`config.mk`:
```
export PLATFORM = sky130hd
export DESIGN_NAME = secure_subsystem_isolate_ctrl
export DESIGN_NICKNAME = d
export VERILOG_FILES = /design/src/rtl/secure_subsystem_isolate_pkg.sv /design/src/rtl/secure_subsystem_isolate_port.sv /design/src/rtl/secure_subsystem_isolate_ctrl.sv
export SDC_FILE = /design/constraint.sdc
export NUM_CORES = 1
export LEC_CHECK = 0
export ABC_AREA = 1
export BUFFER_PORTS_ARGS = -buffer_cell sky130_fd_sc_hd__buf_2
export CORE_MARGIN = 2
export CORE_UTILIZATION = 53
export DETAILED_ROUTE_END_ITERATION = 10
export GPL_TIMING_DRIVEN = 0
export PLACE_DENSITY = 0.73
export SLEW_MARGIN = 20
export SYNTH_ARGS = -nofsm -noshare
export SYNTH_HDL_FRONTEND = slang
export SYNTH_SLANG_ARGS = --single-unit
```
`constraint.sdc`:
```
create_clock -name clk_i -period 3 [get_ports clk_i]
set_input_delay 0.6 -clock clk_i [delete_from_list [all_inputs] [get_ports clk_i]]
set_output_delay 0.6 -clock clk_i [all_outputs]
set_load 0.005 [all_outputs]
```
`src/rtl/secure_subsystem_isolate_pkg.sv`:
```
// Shared types for the per-port AXI isolation controller: FSM state encoding and counter sizing.
// Pure declarations; no logic, latency or backpressure of its own.
package secure_subsystem_isolate_pkg;

   typedef enum logic [1:0] {
      RUN      = 2'd0,
      DRAIN    = 2'd1,
      ISOLATED = 2'd2,
      FORCED   = 2'd3
   } iso_state_e;

   // Width needed to hold 0..max_val inclusive, never narrower than one bit.
   function automatic int cnt_width(input int max_val);
      return (max_val < 1) ? 1 : $clog2(max_val + 1);
   endfunction

endpackage

```
`src/rtl/secure_subsystem_isolate_port.sv`:
```
// One AXI port: outstanding-transaction tracking, drain/isolate FSM and sticky status flags.
// All outputs registered, valid the cycle after the inputs that cause them; block_o backpressures new AW/AR upstream.
module secure_subsystem_isolate_port
   import secure_subsystem_isolate_pkg::*;
#(
   parameter int MaxPending    = 8,
   parameter int TimeoutCycles = 1024
) (
   input  logic clk_i,
   input  logic rst_i,
   input  logic isolate_req_i,
   input  logic aw_hs_i,
   input  logic ar_hs_i,
   input  logic b_hs_i,
   input  logic r_last_hs_i,
   output logic block_o,
   output logic isolated_o,
   output logic timeout_o,
   output logic err_o
);

   localparam int CW = cnt_width(MaxPending);
   localparam int TW = cnt_width(TimeoutCycles);
   localparam logic [CW-1:0] CntMax  = CW'(MaxPending);
   localparam logic [TW-1:0] TmoLast = TW'(TimeoutCycles - 1);

   iso_state_e    state_q, state_d;
   logic [CW-1:0] wr_cnt_q, wr_cnt_d, rd_cnt_q, rd_cnt_d;
   logic [CW-1:0] wr_step, rd_step;
   logic          wr_err, rd_err;
   logic [TW-1:0] tmo_cnt_q, tmo_cnt_d;
   logic          drained, tmo_hit, proto_err;
   logic          block_q, isolated_q, timeout_q, err_q;
   logic          block_d, isolated_d, timeout_d, err_d;

   // Returns {error, next_count}; saturates at both ends and flags the attempt.
   function automatic logic [CW:0] step_cnt(input logic [CW-1:0] cnt,
                                            input logic          inc,
                                            input logic          dec);
      logic [CW:0] res;
      res = {1'b0, cnt};
      if (inc && !dec) begin
         if (cnt == CntMax) res[CW] = 1'b1;
         else               res[CW-1:0] = cnt + CW'(1);
      end else if (dec && !inc) begin
         if (cnt == '0) res[CW] = 1'b1;
         else           res[CW-1:0] = cnt - CW'(1);
      end
      return res;
   endfunction

   always_comb begin
      {wr_err, wr_step} = step_cnt(wr_cnt_q, aw_hs_i, b_hs_i);
      {rd_err, rd_step} = step_cnt(rd_cnt_q, ar_hs_i, r_last_hs_i);
      wr_cnt_d = wr_step;
      rd_cnt_d = rd_step;
      // Leaving FORCED discards whatever the stuck slave still owed us.
      if (state_q == FORCED && !isolate_req_i) begin
         wr_cnt_d = '0;
         rd_cnt_d = '0;
      end
      drained   = (wr_step == '0) && (rd_step == '0);
      tmo_hit   = (TimeoutCycles > 0) && (tmo_cnt_q == TmoLast);
      proto_err = wr_err || rd_err || ((state_q != RUN) && (aw_hs_i || ar_hs_i));
   end

   always_ff @(posedge clk_i) begin
      if (rst_i) begin
         state_q <= RUN;
      end else begin
         state_q <= state_d;
      end
   end

   // Drain completion is judged on this cycle's updated counts so isolation follows the last response directly.
   always_comb begin
      state_d   = state_q;
      tmo_cnt_d = '0;
      unique case (state_q)
         RUN: begin
            if (isolate_req_i) state_d = DRAIN;
         end
         DRAIN: begin
            if (!isolate_req_i) state_d = RUN;
            else if (drained)   state_d = ISOLATED;
            else if (tmo_hit)   state_d = FORCED;
            else                tmo_cnt_d = tmo_cnt_q + TW'(1);
         end
         ISOLATED, FORCED: begin
            if (!isolate_req_i) state_d = RUN;
         end
         default: state_d = RUN;
      endcase
   end

   always_comb begin
      block_d    = (state_d != RUN) || (wr_cnt_d == CntMax) || (rd_cnt_d == CntMax);
      isolated_d = (state_d == ISOLATED) || (state_d == FORCED);
      timeout_d  = timeout_q || ((state_q == DRAIN) && (state_d == FORCED));
      err_d      = err_q || proto_err;
   end

   always_ff @(posedge clk_i) begin
      if (rst_i) begin
         wr_cnt_q   <= '0;
         rd_cnt_q   <= '0;
         tmo_cnt_q  <= '0;
         block_q    <= 1'b0;
         isolated_q <= 1'b0;
         timeout_q  <= 1'b0;
         err_q      <= 1'b0;
      end else begin
         wr_cnt_q   <= wr_cnt_d;
         rd_cnt_q   <= rd_cnt_d;
         tmo_cnt_q  <= tmo_cnt_d;
         block_q    <= block_d;
         isolated_q <= isolated_d;
         timeout_q  <= timeout_d;
         err_q      <= err_d;
      end
   end

   assign block_o    = block_q;
   assign isolated_o = isolated_q;
   assign timeout_o  = timeout_q;
   assign err_o      = err_q;

endmodule

```
`src/rtl/secure_subsystem_isolate_ctrl.sv`:
```
// Isolation controller for NumPorts independent AXI ports; each port drains, then isolates or times out.
// One-cycle registered outputs per port; block_o is the upstream backpressure gate for new AW/AR.
module secure_subsystem_isolate_ctrl
   import secure_subsystem_isolate_pkg::*;
#(
   parameter int NumPorts      = 2,
   parameter int MaxPending    = 8,
   parameter int TimeoutCycles = 1024
) (
   input  logic                clk_i,
   input  logic                rst_i,
   input  logic [NumPorts-1:0] isolate_req_i,
   input  logic [NumPorts-1:0] aw_hs_i,
   input  logic [NumPorts-1:0] ar_hs_i,
   input  logic [NumPorts-1:0] b_hs_i,
   input  logic [NumPorts-1:0] r_last_hs_i,
   output logic [NumPorts-1:0] block_o,
   output logic [NumPorts-1:0] isolated_o,
   output logic [NumPorts-1:0] timeout_o,
   output logic [NumPorts-1:0] err_o
);

   for (genvar p = 0; p < NumPorts; p++) begin : g_port
      secure_subsystem_isolate_port #(
         .MaxPending    (MaxPending),
         .TimeoutCycles (TimeoutCycles)
      ) u_port (
         .clk_i         (clk_i),
         .rst_i         (rst_i),
         .isolate_req_i (isolate_req_i[p]),
         .aw_hs_i       (aw_hs_i[p]),
         .ar_hs_i       (ar_hs_i[p]),
         .b_hs_i        (b_hs_i[p]),
         .r_last_hs_i   (r_last_hs_i[p]),
         .block_o       (block_o[p]),
         .isolated_o    (isolated_o[p]),
         .timeout_o     (timeout_o[p]),
         .err_o         (err_o[p])
      );
   end

endmodule

```
Yosys cells after proc, flatten, opt, wreduce, memory -nomap -nowiden

Index checks and enable logic that the tools add are counted.

Flip-flop bits (word level): 50
Latch bits: 0
Memory bits (writable): 0
Bits in read-only memories: 0
Input port bits: 12
Output and inout port bits: 8
Word-level logic and storage cells: 150
Memories kept: 0

$add $sub $neg: 10
$mul: 0
Div/mod/pow operators: 0
$lt $le $gt $ge: 0
Eq/ne operators: 20
Shift-type cells: 0
Muxes and demuxes: 40
Bitwise gates (word level): 4
Reductions and logical operators: 60

Operator list:

| kind                                              | count |
|---|---|
| 2-to-1 mux 4 bit                                  | 12 |
| 2-to-1 mux 5 bit                                  | 8 |
| == test 4 bit (second input constant)             | 8 |
| logical NOT 4 bit                                 | 8 |
| adder 11 x 1 -> 11 bit (second input constant)    | 2 |
| == test 11 x 10 -> 1 bit (second input constant)  | 2 |
| 2-to-1 mux 2 bit                                  | 10 |
| adder 4 x 1 -> 4 bit (second input constant)      | 4 |
| == test 2 bit (second input constant)             | 8 |
| logical AND 1 bit                                 | 16 |
| logical OR 1 bit                                  | 16 |
| subtractor 4 x 1 -> 4 bit (second input constant) | 4 |
| one-hot mux 2 bit (3 select lines)                | 2 |
| logical NOT 1 bit                                 | 10 |
| OR reduction 5 bit                                | 2 |
| 2-to-1 mux 1 bit                                  | 8 |
| nonzero test 2 bit                                | 4 |
| == test 2 x 1 -> 1 bit (second input constant)    | 2 |
| logical NOT 2 bit                                 | 2 |
| inverter 1 bit                                    | 4 |
| OR reduction 2 bit                                | 2 |

Logic depth before layout (Yosys ltp)

Word-level depth: 12
Mapped depth: 16
Gate-level depth less buffers: 16

Cells and area by module

From an unflattened synthesis, not the netlist that was laid out.

Cell total of the unflattened synthesis: 416
Area total of the unflattened synthesis: 2803.9 um^2

By module, submodules not included:

| module                                            | times used | cells an instance | area each (um^2) | seq. area each (um^2) |
|---|---|---|---|---|
| secure_subsystem_isolate_port at g_port[0].u_port | 1          | 210               | 1407.6           | 480.5 |
| secure_subsystem_isolate_port at g_port[1].u_port | 1          | 206               | 1396.3           | 480.5 |

Worst setup path before layout

OpenSTA, ideal clock, no wires.

Kind: in2reg
From: input port aw_hs_i[0]
To: register g_port[0].u_port.tmo_cnt_q[7]
Library setup time: 117 ps
Arrival time: 1653 ps
Required time: 2883 ps
Setup slack: 1230 ps
Stages on the path: 13
Buffers on the path: 1
Cells stage by stage: inv_2 nand3_1 nand2_1 o21ai_0 a21oi_1 nand2_1 nor2_2 nand3_2 nand2_2 nor2_2 nand3_2 buf_6 nor2_2

Cells in the longest elaborated chain, start to end: 7
Elaborated cells on any way between the ends: 8
Those cells by class: 2 x mux; 6 x reduce/logical

RTL lines:

| element                               | RTL line                             | source |
|---|---|---|
| from (decl)                           | secure_subsystem_isolate_ctrl.sv:13  | `input logic [NumPorts-1:0] aw_hs_i,` |
| logical NOT 1 bit                     | secure_subsystem_isolate_port.sv:45  | `end else if (dec && !inc) begin` |
| logical AND 1 bit                     | secure_subsystem_isolate_port.sv:45  |  |
| 2-to-1 mux 5 bit                      | secure_subsystem_isolate_port.sv:45  |  |
| 2-to-1 mux 5 bit *                    | secure_subsystem_isolate_port.sv:42  | `if (inc && !dec) begin` |
| logical NOT 4 bit *                   | secure_subsystem_isolate_port.sv:62  | `drained = (wr_step == '0) && (rd_step == '0);` |
| logical AND 1 bit *                   | secure_subsystem_isolate_port.sv:62  |  |
| OR reduction 5 bit (no source line) * | --                                   |  |
| to (signal assigned)                  | secure_subsystem_isolate_port.sv:115 | `tmo_cnt_q <= tmo_cnt_d;` |
| to (decl)                             | secure_subsystem_isolate_port.sv:31  | `logic [TW-1:0] tmo_cnt_q, tmo_cnt_d;` |

Every way passes the cells marked *; elsewhere a longest branch is shown, timed or not.
A chain may end at the register's enable or synchronous reset.

Worst setup path after layout

From: register g_port[1].u_port.wr_cnt_q[0]
To: register g_port[1].u_port.tmo_cnt_q[10]

Cells in the longest elaborated chain, start to end: 7
Elaborated cells on any way between the ends: 11
Those cells by class: 2 x add/sub; 1 x eq/ne; 4 x mux; 4 x reduce/logical

RTL lines:

| element                                                               | RTL line                                                                 | source |
|---|---|---|
| from (decl)                                                           | secure_subsystem_isolate_port.sv:28                                      | `logic [CW-1:0] wr_cnt_q, wr_cnt_d, rd_cnt_q, rd_cnt_d;` |
| from (signal assigned)                                                | secure_subsystem_isolate_port.sv:113                                     | `wr_cnt_q <= wr_cnt_d;` |
| subtractor 4 x 1 -> 4 bit / logical NOT 4 bit (equally long branches) | secure_subsystem_isolate_port.sv:47, secure_subsystem_isolate_port.sv:46 |  |
| 2-to-1 mux 4 bit                                                      | secure_subsystem_isolate_port.sv:46                                      | `if (cnt == '0) res[CW] = 1'b1;` |
| 2-to-1 mux 5 bit                                                      | secure_subsystem_isolate_port.sv:45                                      |  |
| 2-to-1 mux 5 bit *                                                    | secure_subsystem_isolate_port.sv:42                                      |  |
| logical NOT 4 bit *                                                   | secure_subsystem_isolate_port.sv:62                                      |  |
| logical AND 1 bit *                                                   | secure_subsystem_isolate_port.sv:62                                      |  |
| OR reduction 5 bit (no source line) *                                 | --                                                                       |  |
| to (signal assigned)                                                  | secure_subsystem_isolate_port.sv:115                                     |  |
| to (decl)                                                             | secure_subsystem_isolate_port.sv:31                                      |  |

Marks and branches as above.

==> insert_results.sql <==
INSERT INTO impl_metrics (metric_group, metric, value, unit) VALUES
('synth', 'seq_area_frac_synth', '0.340', ''),
('power_and_ir_drop', 'power_report.internal_total', '1.06', 'mW'),
('placed_design', 'dp_hpwl', '4240', 'um'),
('grt', 'grt_start_max_net_pins', '16', ''),
('cts', 'cts_sinks', '50', ''),
('grt', 'grt_pass1_vias', '2400', ''),
('setup_path', 'worst_setup_path_end_kind', 'register', ''),
('cts', 'tritoncts_clock_tree', 'yes', ''),
('synth', 'ys_ff_latch', '50', ''),
('power_and_ir_drop', 'net-switching-power', '0.441', 'mW'),
('synth', 'yosysWarningCount', '0', ''),
('setup_path', 'critical_path.startpoint_type', 'register', ''),
('setup_path', 'r2r_setup_slack', '0.95', 'ns'),
('synth', 'synth_cell_types', '34', ''),
('cts', 'number_of_buffers_created_by_cts', '5', ''),
('die', 'die-area', '6170', 'um2'),
('cts', 'clock_pin_slew_on_the_worst_setup_and_hold_paths', '0.09', 'ns'),
('sta', 'clock-skew-final', '0.00421', 'ns'),
('detailed_routing', 'postRouteAntennaNets', '0', ''),
('placed_design', 'port-buffer-count', '18', ''),
('detailed_routing', 'totalWireLength', '5360', 'um'),
('setup_path', 'worst_r2r_path_depth', '14', ''),
('finish', 'num_antenna_cells', '0', ''),
('sta', 'setup_violations', '0', ''),
('power_and_ir_drop', 'vdd.ir_drop.worst', '0.343', 'mV'),
('die', 'design.portCount', '20', ''),
('grt', 'global_route.usage.total', '0.192', ''),
('setup_path', 'setup.worst_path.class', 'register to register', ''),
('sta', 'final_max_slew_violation_count', '0', ''),
('die', 'die_y', '78.6', 'um'),
('power_and_ir_drop', 'power_density', '463', 'nW/um2'),
('die', 'die_x', '78.6', 'um'),
('sta', 'slew_headroom', '0.657', ''),
('die', 'row_count', '27', ''),
('grt', 'grt_pass1_wl', '9730', 'um'),
('cts', 'cts.root.buffer_cell', 'sky130_fd_sc_hd__clkbuf_8', ''),
('sta', 'worst_path_setup_slack_after_routing', '0.949', 'ns'),
('sta', 'fin_crit', '2.05', 'ns'),
('grt', 'overflow', '0', ''),
('power_and_ir_drop', 'p_leak', '1.50', 'nW'),
('setup_path', 'cp_max_fo', '10', ''),
('setup_path', 'worst-endpoint-arrival', '2.25', 'ns'),
('run', 'maxCapViolCount', '0', ''),
('placed_design', 'gp_congestion', '0.905', ''),
('setup_path', 'startpoint', 'g_port[1].u_port.wr_cnt_q[0]', ''),
('die', 'placeableCoreArea', '5440', 'um2'),
('detailed_routing', 'avgViaCountPerCell', '4.99', ''),
('power_and_ir_drop', 'sw_frac_of_total', '0.294', ''),
('grt', 'grt_antenna_before_repair', '0', ''),
('setup_path', 'critPathCapture', 'g_port[1].u_port.tmo_cnt_q[10]', ''),
('min_path', 'hold_path.class', 'register to register', ''),
('sta', 'hold_viol', '0', ''),
('synth', 'synthesis.area_per_instance', '6.82', 'um2'),
('detailed_routing', 'avgRoutedWirePerCell', '10.1', 'um'),
('finish', 'design.final.nets', '479', ''),
('detailed_routing', 'vias', '2647', ''),
('power_and_ir_drop', 'pwr-share-clk', '0.308', ''),
('power_and_ir_drop', 'sequential_share_of_power', '0.479', ''),
('cts', 'cts_repair_resize_count', '0', ''),
('run_status', 'status', 'finished clean', ''),
('setup_path', 'crit-reg2reg-launch', 'g_port[1].u_port.wr_cnt_q[0]', ''),
('die', 'starting_density_of_the_core', '0.542', ''),
('setup_path', 'worst-endpoint-required', '3.20', 'ns'),
('setup_path', 'endpoint_of_the_lowest_slack_register_to_register_path', 'g_port[1].u_port.tmo_cnt_q[10]', ''),
('sta', 'tightestPinTransition', '0.514', 'ns'),
('cts', 'worstSkewPairLatency', '0.30', 'ns'),
('detailed_routing', 'drt_iter0_markers', '78', ''),
('cts', 'cts.hold.buffers_added', '0', ''),
('synth', 'nets_in_the_synthesized_netlist', '454', ''),
('detailed_routing', 'remaining_drc_errors', '0', ''),
('sta', 'period_share', '0.684', ''),
('cts', 'cts.path.max_buffers', '2', ''),
('placed_design', 'pre_cts_ws', '0.855', 'ns'),
('synth', 'netlist_area', '2950', 'um2'),
('cts', 'total_number_of_h_tree_levels', '2', ''),
('finish', 'area_delta_synth_final', '9.80', '%'),
('power_and_ir_drop', 'combinational_share_of_power', '0.213', ''),
('synth', 'synth_cells', '432', ''),
('sta', 'fin_setup_tns', '0', 'ns'),
('finish', 'post_route_cells_drive_above_1_share', '0.177', ''),
('cts', 'post_cts_buffers', '0', ''),
('sta', 'clock.fmax', '488', 'MHz'),
('detailed_routing', 'drt-pass1-iter-count', '4', ''),
('sta', 'grt_setup_unrepaired', 'false', '');
-- cell type report --
cell class,instances,area (um2)
plain buffers,13,101
clock buffers,5,68.8
clock inverters,3,40.0
fillers,531,2200
inverters,59,221
multi-input cells,310,1620
flip-flops and latches,50,1000
well taps,72,90.1
repair buffers,18,90.1
-- how the worst min path moves through the flow --
| stage | from | endpoint | slack [ns] | cells past startpoint |
|---|---|---|---|---|
| floorplan | g_port[1].u_port.tmo_cnt_q[0] | g_port[1].u_port.tmo_cnt_q[0] | 0.42 | 1 |
| global placement | g_port[1].u_port.tmo_cnt_q[0] | g_port[1].u_port.tmo_cnt_q[0] | 0.43 | 1 |
| detailed placement | g_port[1].u_port.tmo_cnt_q[0] | g_port[1].u_port.tmo_cnt_q[0] | 0.45 | 1 |
| CTS | g_port[1].u_port.tmo_cnt_q[0] | g_port[1].u_port.tmo_cnt_q[0] | 0.46 | 1 |
| global route | g_port[1].u_port.tmo_cnt_q[0] | g_port[1].u_port.tmo_cnt_q[0] | 0.49 | 1 |
| finish | g_port[1].u_port.tmo_cnt_q[0] | g_port[1].u_port.tmo_cnt_q[0] | 0.46 | 1 |
-- cell families (layout without fill, tap and decap cells) --
| kind of cell | after synthesis | in the layout | synth area share |
|---|---|---|---|
| adders and majority gates | 10 | 10 | 0.0424 |
| xor gates and xnor gates | 18 | 18 | 0.0535 |
| buffers and inverters | 72 | 98 | 0.110 |
| AOI/OAI and AO/OA | 36 | 36 | 0.0662 |
| and+or+nand+nor | 246 | 246 | 0.389 |
| DFF | 50 | 50 | 0.340 |
-- cells in the mapped netlist (all sizes together) --
cell type,count,area [um2]
nand2,108,423
nor2,76,358
inv,58,218
dfxtp,50,1000
nand3,43,245
a21oi,20,104
buf,11,93.8
ha,10,125
o21ai,10,50.1
xor2,10,87.6
xnor2,8,70.1
nand4,6,43.8
nor3,6,30.0
a31oi,2,12.5
clkbuf,2,7.51
nand3b,2,15.0
nor4,2,12.5
or2,2,12.5
a21boi,1,7.51
a22oi,1,7.51
and3,1,6.26
clkinv,1,3.75
o22ai,1,6.26
o31ai,1,7.51
-- critical path, stage by stage, from the launching register on --
cell	delay, ns
sky130_fd_sc_hd__dfxtp_1	0.35
sky130_fd_sc_hd__inv_1	0.08
sky130_fd_sc_hd__ha_1	0.14
sky130_fd_sc_hd__inv_1	0.04
sky130_fd_sc_hd__nor2_1	0.15
sky130_fd_sc_hd__nand2_1	0.09
sky130_fd_sc_hd__nand2_1	0.11
sky130_fd_sc_hd__nor2_1	0.05
sky130_fd_sc_hd__a21oi_1	0.25
sky130_fd_sc_hd__nand2_1	0.11
sky130_fd_sc_hd__nor2_2	0.14
sky130_fd_sc_hd__nand3_2	0.11
sky130_fd_sc_hd__nand4_2	0.10
sky130_fd_sc_hd__buf_6	0.16
sky130_fd_sc_hd__a21oi_1	0.05
-- placed cells by master (no fill, tap or decap), drive strengths merged --
cell type / Yosys / routed
nand2: 108 / 108
nor2: 76 / 76
inv: 58 / 58
dfxtp: 50 / 50
nand3: 43 / 43
buf: 11 / 29
a21oi: 20 / 20
xor2: 10 / 10
ha: 10 / 10
o21ai: 10 / 10
xnor2: 8 / 8
clkbuf: 2 / 7
nor3: 6 / 6
nand4: 6 / 6
clkinv: 1 / 3
nand3b: 2 / 2
nor4: 2 / 2
a31oi: 2 / 2
or2: 2 / 2
and3: 1 / 1
o22ai: 1 / 1
a22oi: 1 / 1
a21boi: 1 / 1
o31ai: 1 / 1
bufinv: 0 / 1
-- power groups by stage --
| stage | Combinational [mW] | Sequential [mW] | Clock, mW |
|---|---|---|---|
| final | 0.320 | 0.718 | 0.462 |
| after global routing | 0.369 | 0.723 | 0.498 |
| after CTS | 0.320 | 0.718 | 0.471 |
| after detailed placement | 0.319 | 0.734 | 0 |
| after global placement | 0.312 | 0.733 | 0 |
| after floorplan | 0.252 | 0.727 | 0 |
-- metal layers --
layer  wire length (um)  track usage  up-vias
li1                   -            -     1407
met1               2710        0.244     1210
met2               2430        0.328       23
met3                150       0.0391        7
met4                 67       0.0561        0
met5                  0            0        -
-- per-stage QoR --
stage	std cells	hold slack, ns	util	cell area [um2]	power [mW]
6_report	530	0.456	0.595	3240	1.50
3_3_place_gp	522	0.430	0.575	3130	1.05
3_5_place_dp	522	0.445	0.575	3130	1.05
2_1_floorplan	432	0.417	-	2950	0.980
5_1_grt	530	0.485	0.595	3240	1.59
4_1_cts	530	0.458	0.595	3240	1.51
-- sequential cells by signal, indices dropped and copies added (netlist names) --
signal / cells
g_port.u_port.block_o: 2
g_port.u_port.err_o: 2
g_port.u_port.isolated_o: 2
g_port.u_port.rd_cnt_q: 8
g_port.u_port.state_q: 4
g_port.u_port.timeout_o: 2
g_port.u_port.tmo_cnt_q: 22
g_port.u_port.wr_cnt_q: 8
(Power assumes the default switching activity.)
